--- src/rtl/addsub_pipe.sv ---
// Two-stage pipelined add/subtract unit with carry chaining, optional signed or
// unsigned saturation, status flags and valid/ready handshakes on both sides.
module addsub_pipe #(
  parameter int WIDTH = 16
) (
  input  logic             clk,
  input  logic             rst,
  input  logic             in_valid,
  output logic             in_ready,
  input  logic [WIDTH-1:0] a,
  input  logic [WIDTH-1:0] b,
  input  logic [1:0]       op,
  input  logic             sat_en,
  input  logic             signed_mode,
  output logic             out_valid,
  input  logic             out_ready,
  output logic [WIDTH-1:0] result,
  output logic             carry,
  output logic             overflow,
  output logic             zero,
  output logic             negative
);

  localparam logic signed [WIDTH-1:0] SMAX = {1'b0, {(WIDTH-1){1'b1}}};
  localparam logic signed [WIDTH-1:0] SMIN = {1'b1, {(WIDTH-1){1'b0}}};

  function automatic logic [WIDTH-1:0] saturate(
    input logic [WIDTH-1:0] raw,
    input logic             a_msb,
    input logic             is_sub,
    input logic             carry_bit,
    input logic             ovf,
    input logic             sat,
    input logic             sgn
  );
    logic [WIDTH-1:0] res;
    res = raw;
    if (sat) begin
      if (sgn) begin
        // on signed overflow the true result has the sign of operand a
        if (ovf) res = a_msb ? SMIN : SMAX;
      end else if (carry_bit) begin
        res = is_sub ? '0 : '1;
      end
    end
    return res;
  endfunction

  logic             vld_p1;
  logic [WIDTH-1:0] a_p1;
  logic [WIDTH-1:0] b_p1;
  logic [1:0]       op_p1;
  logic             sat_p1;
  logic             sgn_p1;
  logic             c_reg;
  logic             accept;
  logic             load_p2;

  assign in_ready = !vld_p1 || !out_valid || out_ready;
  assign accept   = in_valid && in_ready;
  assign load_p2  = vld_p1 && (!out_valid || out_ready);

  // ---- stage 1: operand capture ----
  always_ff @(posedge clk or posedge rst) begin
    if (rst) begin
      vld_p1 <= 1'b0;
    end else if (accept) begin
      vld_p1 <= 1'b1;
    end else if (load_p2) begin
      vld_p1 <= 1'b0;
    end
  end

  always_ff @(posedge clk) begin
    if (accept) begin
      a_p1   <= a;
      b_p1   <= b;
      op_p1  <= op;
      sat_p1 <= sat_en;
      sgn_p1 <= signed_mode;
    end
  end

  logic             is_sub_p1;
  logic             cin_p1;
  logic [WIDTH:0]   wide_p1;
  logic [WIDTH-1:0] raw_p1;
  logic [WIDTH-1:0] fin_p1;
  logic             carry_p1;
  logic             ovf_p1;

  always_comb begin
    is_sub_p1 = op_p1[0];
    cin_p1    = op_p1[1] & c_reg;
    if (is_sub_p1) begin
      wide_p1 = {1'b0, a_p1} - {1'b0, b_p1} - {{WIDTH{1'b0}}, cin_p1};
    end else begin
      wide_p1 = {1'b0, a_p1} + {1'b0, b_p1} + {{WIDTH{1'b0}}, cin_p1};
    end
    raw_p1   = wide_p1[WIDTH-1:0];
    carry_p1 = wide_p1[WIDTH];
    if (is_sub_p1) begin
      ovf_p1 = (a_p1[WIDTH-1] != b_p1[WIDTH-1]) && (raw_p1[WIDTH-1] != a_p1[WIDTH-1]);
    end else begin
      ovf_p1 = (a_p1[WIDTH-1] == b_p1[WIDTH-1]) && (raw_p1[WIDTH-1] != a_p1[WIDTH-1]);
    end
    fin_p1 = saturate(raw_p1, a_p1[WIDTH-1], is_sub_p1, carry_p1, ovf_p1, sat_p1, sgn_p1);
  end

  // ---- stage 2: result, flags and chaining carry ----
  always_ff @(posedge clk or posedge rst) begin
    if (rst) begin
      out_valid <= 1'b0;
      result    <= '0;
      carry     <= 1'b0;
      overflow  <= 1'b0;
      zero      <= 1'b0;
      negative  <= 1'b0;
      c_reg     <= 1'b0;
    end else if (load_p2) begin
      out_valid <= 1'b1;
      result    <= fin_p1;
      carry     <= carry_p1;
      overflow  <= ovf_p1;
      zero      <= (fin_p1 == '0);
      negative  <= fin_p1[WIDTH-1];
      c_reg     <= carry_p1;
    end else if (out_ready) begin
      out_valid <= 1'b0;
    end
  end

endmodule

--- config.mk ---
export PLATFORM = sky130hd
export DESIGN_NAME = addsub_pipe
export DESIGN_NICKNAME = d
export VERILOG_FILES = /design/src/rtl/addsub_pipe.sv
export SDC_FILE = /design/constraint.sdc
export NUM_CORES = 1
export LEC_CHECK = 0
export ABC_CLOCK_PERIOD_IN_PS = 5000
export CAP_MARGIN = 20
export CORE_MARGIN = 1
export CORE_UTILIZATION = 45
export CTS_CLUSTER_DIAMETER = 50
export DETAILED_ROUTE_END_ITERATION = 10
export PLACE_DENSITY_LB_ADDON = 0.12
export SYNTH_ARGS = -nofsm -noshare
export SYNTH_HDL_FRONTEND = slang
export SYNTH_SLANG_ARGS = --single-unit
--- constraint.sdc ---
create_clock -name clk -period 5 [get_ports clk]
set_input_delay 0.75 -clock clk [delete_from_list [all_inputs] [get_ports clk]]
set_output_delay 0.75 -clock clk [all_outputs]
set_load 0.01 [all_outputs]
==> flow_metrics.py <==
metrics = {
    "clocking": {
        "clk_latency_ns": 0.36,
        "cts-resized-gates": 0,
        "cts_buffers": 9,
        "cts.path.max_buffers": 2,
        "hold_buffers": 0,
        "clk_pin_slew_ns": 0.07,
        "clock-sinks": 57,
        "cts_tree": "done",
        "cts_setup_buffers": 0,
        "cts-root-buf": "clkbuf_8",
        "htreeDepth": 3,
    },
    "yosys": {
        "synth_top_cell_by_area": "edfxtp_1",
        "yosysMostFrequentCell": "inv_1",
        "ys_seq_elements": 57,
        "yosysSeqAreaShare": 0.368,
        "yosys-top-cells-area": "edfxtp_1, ha_1, dfrtp_1",
        "synth_ff_type": "edfxtp_1",
        "yosys.area.top_type_share": 0.248,
        "synth_area_um2": 4370,
        "avgSynthCellArea_um2": 10.1,
        "syn_nets": 523,
        "synthArstFlopShare": 0.368,
        "synth.lib_cells_used.distinct": 78,
        "yosys-top-cells-count": "inv_1, ha_1, edfxtp_1, nand2_1, a21oi_1",
        "synth_cells": 434,
        "synth_edf_count": 36,
        "ys_warn_count": 0,
    },
    "sta": {
        "layout_setup_ws_ns": 1.11,
        "setup_viol": 0,
        "fin_worst_skew_ns": 0.0100,
        "tns_ns": 0,
        "grt_setup_unrepaired": "false",
        "fin_crit_sh": 0.779,
        "relSlewSlack": 0.473,
        "timing.fmax_ghz": 0.257,
        "min_period_ns": 3.89,
        "hold_viol_final": 0,
        "slew_viol_final": 0,
        "worst_slew_pin_slew_ns": 0.770,
    },
    "critical_path": {
        "worst_ep_required_time_ns": 5.24,
        "critPathLaunchType": "flop",
        "crit_type": "flop to flop",
        "endpoint_kind": "flop",
        "cp_max_fo": 5,
        "cp.arrival_ns": 4.14,
        "ff2ff_setup_slack_ns": 1.11,
    },
    "placement": {
        "dp_hpwl_um": 7060,
        "post_dp_cell_area_um2": 5100,
        "dp_slack_ns": 1.11,
        "gp_congestion": 0.841,
        "port_buffers": 61,
    },
    "status": {
        "outcome": "complete, no violations",
    },
    "layout": {
        "postLayoutCellArea_um2": 5310,
        "fillers": 841,
        "layout.nets": 584,
        "layout-drive-gt1-share": 0.0960,
        "top_regs": "a_p1 x16, b_p1 x16, result x16",
        "antenna_cells": 0,
        "area_growth_pct": 21.6,
    },
    "flow_run": {
        "maxCapViolations": 0,
    },
    "global_routing": {
        "gr-total-overflow": 0,
        "grt_max_degree": 38,
        "antenna_found_initial": 0,
        "grt_pass1_wl_um": 15200,
        "grt_pass1_vias": 3254,
        "grt.total_usage": 0.196,
    },
    "detailed_routing": {
        "drt_iter0_markers": 139,
        "antenna_left": 0,
        "route.detailed.drc": 0,
        "viasPerCell": 5.32,
        "dr.pass1.iters": 4,
        "wl_per_cell_um": 14.3,
        "vias": 3344,
        "wirelength_um": 8980,
    },
    "floorplanning": {
        "core_area_um2": 9330,
        "start_util": 0.468,
        "die_w_um": 101,
        "io_pins": 62,
        "die-height_um": 101,
        "die_area_um2": 10100,
        "rows": 35,
    },
    "worst_hold_path": {
        "min_path_type": "flop to flop",
    },
    "power_and_ir_drop": {
        "power.ir.vdd_worst_mv": 0.205,
        "p_leak_nw": 2.20,
        "p_per_area_nw_per_um2": 331,
    },
}
-- worst max-delay path, cell delays in order, from the launching register on --
cell	delay [ns]
dfrtp_1	0.38
nand2_1	0.10
fa_1	0.56
inv_1	0.06
ha_1	0.17
o21ai_1	0.31
a2111oi_4	0.15
or2_4	0.29
a221oi_4	0.44
nor3_2	0.12
o21a_1	0.23
a31o_1	0.24
or2_2	0.30
a41oi_1	0.29
o41ai_2	0.12
-- where the power goes --
| part | internal [mW] | switching [mW] | leakage (nW) |
|---|---|---|---|
| registers | 0.573 | 0.0387 | 0.592 |
| clock network | 0.264 | 0.185 | 0.111 |
| logic | 0.333 | 0.365 | 1.49 |
| total | 1.17 | 0.588 | 2.20 |
-- final timing paths --
kind                                  startpoint                    end  cells after the start
setup / recovery               c_reg$_DFFE_PP0P_       zero$_DFFE_PP0P_                     14
max in group asynchronous                    rst   overflow$_DFFE_PP0P_                      2
hold / removal             result[1]$_DFFE_PP0P_  result[1]$_DFFE_PP0P_                      2
hold reg to reg            result[1]$_DFFE_PP0P_  result[1]$_DFFE_PP0P_                      2
setup reg to reg               c_reg$_DFFE_PP0P_       zero$_DFFE_PP0P_                     14
min in group asynchronous                    rst       zero$_DFFE_PP0P_                      2
-- layout by cell type (no fill, tap or decap), drive strengths merged, types with 5 or more instances in the layout --
master,n
a21oi,27
and2,7
clkbuf,15
clkdlybuf4s50,61
dfrtp,21
edfxtp,36
ha,45
inv,49
mux2i,6
nand2,36
nand2b,9
nand3,7
nor2,20
nor2b,8
o211ai,10
o21a,11
o21ai,24
o21bai,5
o31ai,6
xnor2,19
xor2,7
-- metal layers --
layer	vias to the layer above	global-route usage	routed length, µm
li1	1674	-	-
met1	1561	0.250	4330
met2	91	0.320	4120
met3	18	0.0479	363
met4	0	0.0769	171
met5	-	0	0
-- final cells by class --
type,count,area (µm²),area share
repair buffers,64,633,0.119
well taps,129,161,0.0304
clock inverters,1,5.00,0.000943
inverters,49,184,0.0346
clock buffers,15,208,0.0391
flip-flops and latches,57,1610,0.303
multi-input cells,314,2510,0.473
-- cells by family after synthesis --
family | synth area share
flops | 0.368
buf+inv | 0.0570
compound gates | 0.218
simple gates | 0.137
fa+ha+maj | 0.147
xor+xnor | 0.0539
mux | 0.0189
-- metrics by stage --
step            util  power (mW)  cells  hold slack, ns
2_1_floorplan      -        1.08    434           0.471
3_3_place_gp   0.546        1.31    613           0.461
4_1_cts        0.569        1.77    629           0.476
3_5_place_dp   0.546        1.32    613           0.462
5_1_grt        0.569        1.87    629           0.495
6_report       0.569        1.76    629           0.475
(Power assumes the default switching activity.)
